[config.mk]
export PLATFORM = sky130hd
export DESIGN_NAME = id_ex_stage
export DESIGN_NICKNAME = d
export VERILOG_FILES = /design/src/rtl/id_ex_stage_pkg.sv /design/src/rtl/id_ex_stage_fwd_mux.sv /design/src/rtl/id_ex_stage.sv
export SDC_FILE = /design/constraint.sdc
export NUM_CORES = 1
export LEC_CHECK = 0
export CORE_AREA = 3 3 104 206
export CTS_CLUSTER_SIZE = 12
export DETAILED_ROUTE_END_ITERATION = 7
export DIE_AREA = 0 0 107 209
export HOLD_SLACK_MARGIN = 0.12
export PLACE_DENSITY = 0.77
export SLEW_MARGIN = 10
export SYNTH_ARGS = -nofsm -noshare
export SYNTH_HDL_FRONTEND = slang
export SYNTH_HIERARCHICAL = 1
export SYNTH_SLANG_ARGS = --single-unit
[constraint.sdc]
create_clock -name clk -period 2.4 [get_ports clk]
set_input_delay 0.6 -clock clk [delete_from_list [all_inputs] [get_ports clk]]
set_output_delay 0.6 -clock clk [all_outputs]
set_load 0.03 [all_outputs]
[src/rtl/id_ex_stage_pkg.sv]
// Shared definitions for the ID/EX stage: default datapath widths and the
// ALUOp encodings the stage passes through to the ALU.
package id_ex_stage_pkg;

  localparam int XLEN_DEF = 32;
  localparam int REGW_DEF = 5;

  localparam logic [3:0] ALU_AND = 4'b0000;
  localparam logic [3:0] ALU_OR  = 4'b0001;
  localparam logic [3:0] ALU_ADD = 4'b0010;
  localparam logic [3:0] ALU_SUB = 4'b0110;
  localparam logic [3:0] ALU_SRL = 4'b1010;

endpackage

[src/rtl/id_ex_stage_fwd_mux.sv]
// Operand bypass mux for one source register of the held instruction.
// Ports:
//   i_rs_addr                            source-register index of the held instruction
//   i_held_data                          register-file value captured at issue
//   i_exmem_rd/_reg_write/_result        youngest in-flight producer
//   i_memwb_rd/_reg_write/_result        older in-flight producer
//   o_operand                            value the ALU should see
// The youngest producer wins; x0 is hard-wired zero and never bypassed.
module id_ex_stage_fwd_mux
  import id_ex_stage_pkg::*;
#(
  parameter int XLEN = XLEN_DEF,
  parameter int REGW = REGW_DEF
) (
  input  logic [REGW-1:0] i_rs_addr,
  input  logic [XLEN-1:0] i_held_data,
  input  logic [REGW-1:0] i_exmem_rd,
  input  logic            i_exmem_reg_write,
  input  logic [XLEN-1:0] i_exmem_result,
  input  logic [REGW-1:0] i_memwb_rd,
  input  logic            i_memwb_reg_write,
  input  logic [XLEN-1:0] i_memwb_result,
  output logic [XLEN-1:0] o_operand
);

  logic w_ex_hit;
  logic w_wb_hit;

  assign w_ex_hit = i_exmem_reg_write && (i_exmem_rd == i_rs_addr) && (i_rs_addr != '0);
  assign w_wb_hit = i_memwb_reg_write && (i_memwb_rd == i_rs_addr) && (i_rs_addr != '0);

  always_comb begin
    o_operand = i_held_data;
    if (w_ex_hit) begin
      o_operand = i_exmem_result;
    end else if (w_wb_hit) begin
      o_operand = i_memwb_result;
    end
  end

endmodule

[src/rtl/id_ex_stage.sv]
// ID/EX pipeline register feeding the ALU.
// Holds one decoded instruction behind valid/ready handshakes, bypasses
// EX/MEM and MEM/WB results onto the operands, selects the immediate for B
// and stalls decode for one cycle on a load-use dependency.
// Ports:
//   clk, rst_n, flush                    clock, async active-low reset, redirect kill
//   in_valid/in_ready + in_*             decoded instruction from ID
//   exmem_*, memwb_*                     bypass sources
//   out_valid/out_ready                  handshake towards EX/MEM
//   alu_a, alu_b, alu_op                 ALU inputs
//   out_store_data, out_rd,
//   out_reg_write, out_is_load           side-band carried with the instruction
module id_ex_stage
  import id_ex_stage_pkg::*;
#(
  parameter int XLEN = XLEN_DEF,
  parameter int REGW = REGW_DEF
) (
  input  logic            clk,
  input  logic            rst_n,
  input  logic            flush,
  input  logic            in_valid,
  output logic            in_ready,
  input  logic [REGW-1:0] in_rs1_addr,
  input  logic [REGW-1:0] in_rs2_addr,
  input  logic [XLEN-1:0] in_rs1_data,
  input  logic [XLEN-1:0] in_rs2_data,
  input  logic [XLEN-1:0] in_imm,
  input  logic            in_use_imm,
  input  logic [3:0]      in_alu_op,
  input  logic [REGW-1:0] in_rd_addr,
  input  logic            in_reg_write,
  input  logic            in_is_load,
  input  logic [REGW-1:0] exmem_rd,
  input  logic            exmem_reg_write,
  input  logic [XLEN-1:0] exmem_result,
  input  logic [REGW-1:0] memwb_rd,
  input  logic            memwb_reg_write,
  input  logic [XLEN-1:0] memwb_result,
  output logic            out_valid,
  input  logic            out_ready,
  output logic [XLEN-1:0] alu_a,
  output logic [XLEN-1:0] alu_b,
  output logic [3:0]      alu_op,
  output logic [XLEN-1:0] out_store_data,
  output logic [REGW-1:0] out_rd,
  output logic            out_reg_write,
  output logic            out_is_load
);

  logic            r_valid;
  logic [REGW-1:0] r_rs1_addr;
  logic [REGW-1:0] r_rs2_addr;
  logic [XLEN-1:0] r_rs1_data;
  logic [XLEN-1:0] r_rs2_data;
  logic [XLEN-1:0] r_imm;
  logic            r_use_imm;
  logic [3:0]      r_alu_op;
  logic [REGW-1:0] r_rd;
  logic            r_reg_write;
  logic            r_is_load;

  logic            w_hazard;
  logic            w_in_ready;
  logic            w_accept;
  logic            w_stall;
  logic            w_wb_hit1;
  logic            w_wb_hit2;
  logic [XLEN-1:0] w_fwd_rs1;
  logic [XLEN-1:0] w_fwd_rs2;

  // A held load cannot bypass its data yet; a consumer must wait until the
  // load has moved on and then pick the value up from a bypass port.
  assign w_hazard = r_valid && r_is_load && (r_rd != '0) && in_valid &&
                    ((in_rs1_addr == r_rd) || (!in_use_imm && (in_rs2_addr == r_rd)));

  assign w_in_ready = (!r_valid || out_ready) && !w_hazard;
  assign w_accept   = in_valid && w_in_ready;
  assign w_stall    = r_valid && !out_ready;

  // A MEM/WB producer can retire while we are stalled; capture it so the
  // operand does not fall back to the stale register-file read.
  assign w_wb_hit1 = memwb_reg_write && (memwb_rd == r_rs1_addr) && (r_rs1_addr != '0);
  assign w_wb_hit2 = memwb_reg_write && (memwb_rd == r_rs2_addr) && (r_rs2_addr != '0);

  always_ff @(posedge clk or negedge rst_n) begin
    if (!rst_n) begin
      r_valid     <= 1'b0;
      r_rs1_addr  <= '0;
      r_rs2_addr  <= '0;
      r_rs1_data  <= '0;
      r_rs2_data  <= '0;
      r_imm       <= '0;
      r_use_imm   <= 1'b0;
      r_alu_op    <= ALU_AND;
      r_rd        <= '0;
      r_reg_write <= 1'b0;
      r_is_load   <= 1'b0;
    end else begin
      if (flush) begin
        r_valid <= 1'b0;
      end else if (w_accept) begin
        r_valid <= 1'b1;
      end else if (out_ready) begin
        r_valid <= 1'b0;
      end

      if (w_accept && !flush) begin
        r_rs1_addr  <= in_rs1_addr;
        r_rs2_addr  <= in_rs2_addr;
        r_rs1_data  <= in_rs1_data;
        r_rs2_data  <= in_rs2_data;
        r_imm       <= in_imm;
        r_use_imm   <= in_use_imm;
        r_alu_op    <= in_alu_op;
        r_rd        <= in_rd_addr;
        r_reg_write <= in_reg_write;
        r_is_load   <= in_is_load;
      end else if (w_stall) begin
        if (w_wb_hit1) begin
          r_rs1_data <= memwb_result;
        end
        if (w_wb_hit2) begin
          r_rs2_data <= memwb_result;
        end
      end
    end
  end

  id_ex_stage_fwd_mux #(.XLEN(XLEN), .REGW(REGW)) u_fwd_rs1 (
    .i_rs_addr         (r_rs1_addr),
    .i_held_data       (r_rs1_data),
    .i_exmem_rd        (exmem_rd),
    .i_exmem_reg_write (exmem_reg_write),
    .i_exmem_result    (exmem_result),
    .i_memwb_rd        (memwb_rd),
    .i_memwb_reg_write (memwb_reg_write),
    .i_memwb_result    (memwb_result),
    .o_operand         (w_fwd_rs1)
  );

  id_ex_stage_fwd_mux #(.XLEN(XLEN), .REGW(REGW)) u_fwd_rs2 (
    .i_rs_addr         (r_rs2_addr),
    .i_held_data       (r_rs2_data),
    .i_exmem_rd        (exmem_rd),
    .i_exmem_reg_write (exmem_reg_write),
    .i_exmem_result    (exmem_result),
    .i_memwb_rd        (memwb_rd),
    .i_memwb_reg_write (memwb_reg_write),
    .i_memwb_result    (memwb_result),
    .o_operand         (w_fwd_rs2)
  );

  assign in_ready       = w_in_ready;
  assign out_valid      = r_valid;
  assign alu_a          = w_fwd_rs1;
  assign alu_b          = r_use_imm ? r_imm : w_fwd_rs2;
  assign alu_op         = r_alu_op;
  assign out_store_data = w_fwd_rs2;
  assign out_rd         = r_rd;
  assign out_reg_write  = r_reg_write;
  assign out_is_load    = r_is_load;

endmodule

; Word-level counts from Yosys, hierarchy flattened
; Index checks and enable logic that the tools add are counted.
[word_totals]
ff_bits = 119
output_inout_bits = 109
word_cells = 58
[op_classes]
eq_ne = 6
n_mux = 12
reduce_logical = 29
[ops]
columns = cell, n
row1 = 2-to-1 mux 32 bit, 9
row2 = == test 5 bit, 6
row3 = logical AND 1 bit, 17
row4 = nonzero test 5 bit, 3
row5 = zero test 1 bit, 5
row6 = 2-to-1 mux 1 bit, 3
row7 = nonzero test 3 bit, 1
row8 = logical OR 1 bit, 2
row9 = nonzero test 2 bit, 1

; Longest topological paths before layout
; Gate-level depths: netlist of the first run.
[depth]
depth_word = 9
ltp_mapped = 8
depth_no_buf = 5

; Hierarchy
; Netlist of the first run, hierarchy kept.
[modules_own_cells]
columns = module, instances, cells_each, area_per_inst_um2, seq_area_each_um2
row1 = id_ex_stage, 1, 399, 5911.9, 2977.9
row2 = id_ex_stage_fwd_mux, 2, 198, 1103.6, 0.0

; Worst setup path before layout of the first run
; Ideal clock, no wire load.
[synth_path]
kind = in2out
start = input port memwb_rd[0]
end = output port alu_b[23]
t_arrival_ns = 2.521
required_ns = 1.800
setup_slack_ns = -0.721
stages = 6
path_buffers = 1
cell_sequence = xnor2_1 > nand4_1 > clkbuf_1 > or3_1 > a31oi_1 > mux2_2
[synth_between]
elab_chain_len = 6
[synth_rtl]
columns = element, line
row1 = from (decl), id_ex_stage.sv:37  ; input logic [REGW-1:0] memwb_rd,
row2 = == test 5 bit, id_ex_stage_fwd_mux.sv:30  ; assign w_wb_hit = i_memwb_reg_write && (i_memwb_rd == i_rs_addr) && (i_rs_addr != '0);
row3 = logical AND 1 bit (2 in a row), id_ex_stage_fwd_mux.sv:30
row4 = 2-to-1 mux 32 bit, -
row5 = 2-to-1 mux 32 bit, id_ex_stage_fwd_mux.sv:34  ; if (w_ex_hit) begin
row6 = net out_store_data[23], id_ex_stage.sv:45  ; output logic [XLEN-1:0] out_store_data,
row7 = 2-to-1 mux 32 bit, id_ex_stage.sv:157  ; assign alu_b = r_use_imm ? r_imm : w_fwd_rs2;
row8 = to (decl), id_ex_stage.sv:43  ; output logic [XLEN-1:0] alu_b,
; The timed path passes the listed nets, and every way through them passes these cells.

; Final worst setup path of the first run
[layout_path]
start = register r_rs2_addr[1]
end = output port alu_b[14]
[layout_between]
elab_chain_len = 6
[layout_rtl]
columns = element, line
row1 = from (decl), id_ex_stage.sv:53  ; logic [REGW-1:0] r_rs2_addr;
row2 = from (signal assigned), id_ex_stage.sv:110  ; r_rs2_addr <= in_rs2_addr;
row3 = == test 5 bit, id_ex_stage_fwd_mux.sv:30
row4 = logical AND 1 bit (2 in a row), id_ex_stage_fwd_mux.sv:30
row5 = 2-to-1 mux 32 bit, -
row6 = 2-to-1 mux 32 bit *, id_ex_stage_fwd_mux.sv:34
row7 = 2-to-1 mux 32 bit *, id_ex_stage.sv:157
; Mark *: on every way between the ends. The rest lies on a longest branch, timed or not.

==> impl_results.rst, run 1 <==
.. list-table::
   :header-rows: 1

   * - Metric
     - Value
   * - Worst IR Drop VDD
     - 723.6 µV
   * - Maximum level of the CTS H-tree
     - 4
   * - Minimum setup slack in the final design
     - -1.122 ns
   * - Overall routed net length
     - 55,050 µm
   * - Root buffer cell
     - sky130_fd_sc_hd__clkbuf_16
   * - Worst endpoint data arrival time
     - 2.92 ns
   * - Area growth from synthesis to final layout
     - 119.9%
   * - Leakage component of the power
     - 7.912 nW
   * - Worst-case clock buffer depth
     - 2
   * - Max capacitance violation total
     - 0
   * - Count of standard-cell rows
     - 73
   * - Routed vias
     - 10,580
   * - Number of top-level pins
     - 308
   * - Relative slew slack
     - 58.44%
   * - Hold Path Origin
     - alu_op[0]
   * - Number of antenna violations at the first check in global routing
     - 10
   * - Actual transition at the worst max-transition pin
     - 0.6187 ns
   * - Sum Neg Setup Slack
     - -102.25 ns
   * - Die outline height
     - 209 µm
   * - Category of the worst setup path launch point
     - flop
   * - Count of final setup violators
     - 211
   * - Remaining antenna violation count after routing
     - 0
   * - Aggregate global-route resource usage
     - 35.54%
   * - TritonCTS buffer count
     - 17
   * - Element type at the critical path end
     - primary output
   * - Count of synthesis-stage warnings from yosys
     - 6
   * - Grt total ovfl
     - 0
   * - Reg2reg setup slack
     - -0.14 ns
   * - Outcome
     - finished with violations
   * - Wire length of the first global-routing pass
     - 59,730 µm
   * - Unrepaired setup endpoints after global routing
     - yes
   * - Pins over their slew limit
     - 0
   * - Total die area
     - 0.02236 mm²
   * - Min cycle time layout
     - 3.522 ns
   * - Depth of the worst hold-timing path
     - 1
   * - Worst setup path category
     - flop to primary output
   * - DRC violations left
     - 0
   * - Post-DP HPWL
     - 25,380 µm
   * - Number of violations reported at the end of detailed-routing iteration 0
     - 902
   * - Average wire per cell in the routed design
     - 33.39 µm
   * - Die Span X
     - 107 µm
   * - Hold crit path type
     - flop to flop
   * - Worst clock skew
     - 0.01473 ns
   * - Required time at the endpoint of the critical path
     - 1.80 ns
   * - Source-to-sink clock delay at the later pin of the worst-skew pair
     - 0.46 ns
   * - Final Instance Count excl. Fillers
     - 1,649
   * - Worst Reg2Reg Path Length in Cells
     - 10
   * - Cell area after technology mapping
     - 0.008119 mm²
   * - Fmax
     - 0.2839 GHz
   * - Synthesized Nets
     - 994
   * - Fraction of final layout cells sized beyond drive strength 1
     - 62.38%
   * - Via count of the first global-routing pass
     - 10,530
   * - Sequential area share after synthesis
     - 36.68%
   * - Final hold violation count
     - 0
   * - Clock-pin slew on the worst setup and hold paths
     - 0.06 ns
   * - Total power divided by cell area
     - 696.5 mW/mm²
   * - Placeable core region
     - 0.02000 mm²
   * - Total of flip-flops plus latches after synthesis
     - 119
   * - Critical path fanouts, max
     - 10
   * - End of the worst register-to-register path
     - r_rs2_data[26]
   * - Placer Congestion
     - 0.8859
   * - Number of detailed-route iterations in the first pass
     - 5
   * - Clock tree from TritonCTS
     - built
   * - Violated checks
     - setup timing
   * - Pin count of the biggest net entering global routing
     - 52
   * - Number of placed instances with taps included
     - 1,553
   * - Launch point of the worst reg-to-reg path
     - out_rd[3]
   * - End point of the worst hold path
     - alu_op[0]
   * - Sink count of the clock tree
     - 119
   * - Number of I/O port buffers
     - 307
   * - Synthesized area divided by synthesized cell count
     - 10.21 µm²
   * - Distinct cells, synth
     - 33
   * - Period utilisation layout
     - 146.8%
   * - NumNets Final
     - 1,564
   * - Via/cell ratio
     - 6.418
   * - Initial core utilization
     - 40.59%
   * - Synthesized netlist cell count
     - 795
==> stage by stage <==
| step | worst slack [ns] | total power, mW | util [%] | area [µm²] | hold WS [ns] |
|---|---|---|---|---|---|
| after floorplan | -0.3758 | 5.614 | - | 9622 | 0.3044 |
| after global placement | -0.8539 | 7.655 | 72.87 | 14580 | 0.4869 |
| after detailed placement | -0.8792 | 7.777 | 72.87 | 14580 | 0.4930 |
| after CTS | -0.8905 | 11.17 | 82.85 | 16570 | 0.5050 |
| after global routing | -1.181 | 12.64 | 89.25 | 17850 | 0.5140 |
| final | -1.122 | 12.43 | 89.25 | 17850 | 0.5083 |
==> registers in the layout, indices dropped and copies added (netlist names) <==
register and count:
r_rs2_addr 5, r_rs1_data 32, r_imm 32, r_rs1_addr 5, out_rd 5, out_valid 1, out_is_load 1, r_rs2_data 32
r_use_imm 1, out_reg_write 1, alu_op 4
==> placed cells by master, fill, tap and decap left out, types with 39 or more instances in the layout <==
master	instances
sky130_fd_sc_hd__a31oi_4	64
sky130_fd_sc_hd__mux2_4	132
sky130_fd_sc_hd__mux2_2	82
sky130_fd_sc_hd__buf_6	144
sky130_fd_sc_hd__clkdlybuf4s50_1	194
sky130_fd_sc_hd__or3_4	51
sky130_fd_sc_hd__buf_4	179
sky130_fd_sc_hd__buf_12	39
sky130_fd_sc_hd__inv_1	65
sky130_fd_sc_hd__nor3_1	47
sky130_fd_sc_hd__dfrtp_1	115
==> repair_timing <==
item	CTS	global route
pin swaps	42	41
gates cloned	14	21
buffers inserted	43	23
hold buffers	1	0
endpoints found under the hold margin	20	0
resized for setup	227	214
setup endpoints to repair	211	213
==> cells in the mapped netlist (all sizes together) <==
cell type / number / area share, %
mux2: 214 / 31
dfrtp: 119 / 37
o21ai: 66 / 4.1
inv: 65 / 3.0
nor3: 65 / 4.0
a31oi: 64 / 4.9
or3: 64 / 4.9
buf: 38 / 3.0
xnor2: 33 / 3.6
clkbuf: 29 / 1.3
nand4: 6 / 0.46
o211ai: 5 / 0.99
xor2: 5 / 0.54
nor2: 3 / 0.14
nor4: 3 / 0.23
or2: 3 / 0.23
or4: 3 / 0.37
nand2: 2 / 0.092
o2111ai: 2 / 0.29
a21oi: 1 / 0.062
and2: 1 / 0.077
and4: 1 / 0.11
nand3: 1 / 0.062
nor2b: 1 / 0.077
o32a: 1 / 0.12
==> worst max-delay path by stage <==
stage	end	cells after the start	slack [ns]	startpoint
6_report	alu_b[14]	8	-1.12	r_rs2_addr[1]
3_5_place_dp	alu_b[17]	9	-0.88	exmem_rd[4]
2_1_floorplan	alu_b[24]	7	-0.38	r_rs2_addr[2]
4_1_cts	alu_b[21]	9	-0.89	r_rs2_addr[2]
5_1_grt	alu_b[13]	9	-1.18	r_rs2_addr[4]
3_3_place_gp	alu_b[18]	9	-0.85	exmem_rd[4]
==> where the power goes <==
part / internal (mW) / switching [mW]
clock: 1.62 / 1.06
combinational: 3.63 / 3.42
sequential: 2.37 / 0.334
==> layout make-up <==
class	count	area [µm²]
timing repair buffer	618	6874
multi-input combinational	544	6815
sequential	119	2983
fill	708	2151
clock buffer	22	484.2
tap	262	327.8
inverter	65	244.0
clock inverter	9	98.84
antenna	10	25.02
==> logic make-up after synthesis <==
| logic type | after synthesis | share of synthesized area, % |
|---|---|---|
| simple gates | 153 | 10.79 |
| flops | 119 | 36.68 |
| mux | 214 | 30.61 |
| xor+xnor | 38 | 4.099 |
| buf+inv | 132 | 7.366 |
| compound gates | 139 | 10.46 |
==> layer usage <==
metal	global-route usage (%)	routed length (µm)	share of wire (%)
met5	0	0	0
met4	32.27	7332	13
met3	8.284	5709	10
met2	64.63	26470	48
met1	31.09	15540	28
==> worst max-delay path, stage by stage (launching register included) <==
cell                        delay, ns
sky130_fd_sc_hd__dfrtp_1         0.40
sky130_fd_sc_hd__or4_4           0.60
sky130_fd_sc_hd__o211ai_4        0.25
sky130_fd_sc_hd__buf_12          0.21
sky130_fd_sc_hd__clkbuf_16       0.20
sky130_fd_sc_hd__or3_1           0.18
sky130_fd_sc_hd__a31oi_4         0.14
sky130_fd_sc_hd__mux2_4          0.29
sky130_fd_sc_hd__buf_4           0.17
(Power assumes the default switching activity.)
==> run 2, diff against run 1 <==
--- a/config.mk
+++ b/config.mk
@@ -12,4 +12,5 @@
 export HOLD_SLACK_MARGIN = 0.12
 export PLACE_DENSITY = 0.77
+export SKIP_CTS_REPAIR_TIMING = 1
 export SLEW_MARGIN = 10
 export SYNTH_ARGS = -nofsm -noshare
==> constraint.sdc (replaced) <==
create_clock -name clk -period 2.4 [get_ports clk]
set_input_delay 0.6 -clock clk [delete_from_list [all_inputs] [get_ports clk]]
set_output_delay 0.6 -clock clk [all_outputs]
set_load 0.01 [all_outputs]
==> impl_results.rst, run 2 (synthesis gave the netlist of run 1 again) <==
.. list-table::
   :header-rows: 1

   * - Metric
     - Value
   * - Unrepaired setup endpoints after global routing
     - yes
   * - Fraction of final layout cells sized beyond drive strength 1
     - 53.10%
   * - Cell at the slowest stage of the critical path
     - sky130_fd_sc_hd__or4_4
   * - Via/cell ratio
     - 5.624
   * - Overall routed net length
     - 37,880 µm
   * - Clk network pwr share
     - 25.5%
   * - Die Span X
     - 107 µm
   * - Depth of the worst hold-timing path
     - 2
   * - Hold_ws
     - 0.4714 ns
   * - Worst Reg2Reg Path Length in Cells
     - 8
   * - Area growth from synthesis to final layout
     - 89.66%
   * - Leading cell types in the layout, fill and taps excluded
     - sky130_fd_sc_hd__clkdlybuf4s50_1, sky130_fd_sc_hd__mux2_2, sky130_fd_sc_hd__buf_4, sky130_fd_sc_hd__dfrtp_1, sky130_fd_sc_hd__buf_6
   * - Leakage component of the power
     - 6.805 nW
   * - Total power after layout
     - 10.06 mW
   * - Worst clock skew
     - 0.008876 ns
   * - Sequential power share
     - 25.9%
   * - Period utilisation layout
     - 139.5%
   * - Wire length of the first global-routing pass
     - 48,670 µm
   * - Relative slew slack
     - 72.90%
   * - Cell seen most often among critical-path stages
     - sky130_fd_sc_hd__buf_6
   * - Family with the most delay on the worst path
     - simple AND/OR/NAND/NOR gates
   * - Number of antenna violations at the first check in global routing
     - 10
   * - Post-DP HPWL
     - 24,050 µm
   * - Cell-internal power
     - 6.752 mW
   * - DRC violations left
     - 0
   * - Number of detailed-route iterations in the first pass
     - 7
   * - Count of final setup violators
     - 124
   * - Max stage delay on crit path
     - 0.58 ns
   * - Placeable core region
     - 0.02000 mm²
   * - Combinational cell fraction of total power
     - 48.6%
   * - Minimum setup slack in the final design
     - -0.9485 ns
   * - Pins over their slew limit
     - 0
   * - Total power divided by cell area
     - 653.5 mW/mm²
   * - Placer Congestion
     - 0.9250
   * - Hold Path Origin
     - in_rs2_addr[0]
   * - Launch point of the worst reg-to-reg path
     - r_rs1_addr[0]
   * - Die outline height
     - 209 µm
   * - NumNets Final
     - 1,491
   * - Source-to-sink clock delay at the later pin of the worst-skew pair
     - 0.44 ns
   * - Category of the worst setup path launch point
     - flop
   * - Critical path fanouts, max
     - 7
   * - Element type at the critical path end
     - primary output
   * - Sink count of the clock tree
     - 119
   * - Worst endpoint data arrival time
     - 2.75 ns
   * - Reg2reg setup slack
     - -0.05 ns
   * - Root buffer cell
     - sky130_fd_sc_hd__clkbuf_16
   * - Worst-case clock buffer depth
     - 2
   * - End point of the worst hold path
     - r_rs2_addr[0]
   * - Buf+Inv Stages, Crit Path
     - 4
   * - Worst IR Drop VDD
     - 608.8 µV
   * - Most frequent standard cell in the layout excluding fill and tap cells
     - sky130_fd_sc_hd__clkdlybuf4s50_1
   * - Count of standard-cell rows
     - 73
   * - Remaining antenna violation count after routing
     - 0
   * - Hold crit path type
     - input port to flop
   * - Worst path cell trace
     - or4_4, o211ai_4, buf_6, clkbuf_16, buf_12, or3_4, a31oi_4, mux2_4, buf_6
   * - Violated checks
     - setup timing
   * - Average wire per cell in the routed design
     - 24.03 µm
   * - TritonCTS buffer count
     - 17
   * - Routed vias
     - 8,863
   * - End of the worst register-to-register path
     - r_rs1_data[22]
   * - Actual transition at the worst max-transition pin
     - 0.4066 ns
   * - Max capacitance violation total
     - 0
   * - Min cycle time layout
     - 3.348 ns
   * - Clock tree from TritonCTS
     - built
   * - Total die area
     - 0.02236 mm²
   * - Largest registers
     - r_imm x32, r_rs1_data x32, r_rs2_data x32
   * - Aggregate global-route resource usage
     - 28.53%
   * - Power spent charging and discharging nets
     - 3.311 mW
   * - Outcome
     - finished with violations
   * - Pin count of the biggest net entering global routing
     - 50
   * - Clock-pin slew on the worst setup and hold paths
     - 0.06 ns
   * - Initial core utilization
     - 40.59%
   * - Required time at the endpoint of the critical path
     - 1.80 ns
   * - Final hold violation count
     - 0
   * - Maximum level of the CTS H-tree
     - 4
   * - Number of fillers in the final layout
     - 1,201
   * - Worst setup path category
     - flop to primary output
   * - Number of top-level pins
     - 308
   * - Number of I/O port buffers
     - 307
   * - Proportion of total power due to net switching
     - 32.90%
   * - Via count of the first global-routing pass
     - 8,718
   * - Number of violations reported at the end of detailed-routing iteration 0
     - 491
   * - Grt total ovfl
     - 0
   * - Fmax
     - 0.2986 GHz
==> run 2: changes by cell type in the layout (fill, tap and decap cells not counted), moves of 32 or more <==
cell	change
sky130_fd_sc_hd__mux2_2	+80
sky130_fd_sc_hd__mux2_4	-80
sky130_fd_sc_hd__buf_6	-70
sky130_fd_sc_hd__a31oi_4	-43
sky130_fd_sc_hd__buf_4	-43
sky130_fd_sc_hd__buf_2	+32
==> run 2: worst max path at each step <==
stage | startpoint | end | slack [ns] | depth (start not counted)
6_report | r_rs2_addr[2] | alu_b[17] | -0.95 | 9
5_1_grt | r_rs2_addr[2] | alu_b[28] | -0.99 | 9
4_1_cts | memwb_rd[4] | alu_b[28] | -1.43 | 8
3_5_place_dp | memwb_rd[4] | alu_b[17] | -1.39 | 8
3_3_place_gp | memwb_rd[4] | alu_b[28] | -1.39 | 8
2_1_floorplan | r_rs2_addr[1] | alu_b[14] | -0.25 | 7
==> run 2: power by group through the flow <==
stage	combinational, mW	clock [mW]	sequential (mW)
5_1_grt	5.10	2.70	2.63
3_5_place_dp	4.02	0	2.60
3_3_place_gp	3.94	0	2.57
4_1_cts	4.04	2.60	2.57
2_1_floorplan	1.88	0	2.58
6_report	4.89	2.57	2.60
==> run 2: metrics by stage <==
step           worst slack [ns]  utilization [%]  setup TNS, ns  cell area [µm²]  std cells
4_1_cts                  -1.431            67.69        -133.35            13540       1470
6_report                -0.9485            76.98         -77.27            15400       1576
3_5_place_dp             -1.388            64.78        -185.38            12960       1438
2_1_floorplan           -0.2531                -         -7.875             8509        795
3_3_place_gp             -1.395            64.78        -180.53            12960       1438
5_1_grt                 -0.9924            76.98         -85.28            15400       1576
==> run 2: final cells by class <==
type / instances / area (µm²) / area share (%)
antenna: 9 / 22.52 / 0.1463
clock buffer: 17 / 425.4 / 2.763
clock inverter: 15 / 155.1 / 1.008
inverter: 65 / 244.0 / 1.584
multi-input combinational: 544 / 5542 / 35.99
sequential: 119 / 2979 / 19.35
tap: 262 / 327.8 / 2.129
timing repair buffer: 545 / 5703 / 37.04
==> run 2: worst reg2reg max path, stage by stage, from the launching register on <==
cell and delay (ns):
sky130_fd_sc_hd__dfrtp_1 0.46, sky130_fd_sc_hd__buf_12 0.18, sky130_fd_sc_hd__buf_4 0.15, sky130_fd_sc_hd__nor4_1 0.31, sky130_fd_sc_hd__o21ai_0 0.16, sky130_fd_sc_hd__nand4_1 0.15, sky130_fd_sc_hd__buf_12 0.23, sky130_fd_sc_hd__mux2_2 0.43
sky130_fd_sc_hd__mux2_2 0.27
==> run 2: routing by layer <==
metal / track usage [%] / wire [µm]
met1: 28.75 / 12600
met2: 52.07 / 20080
met3: 6.244 / 2290
met4: 17.62 / 2895
met5: 0 / 13
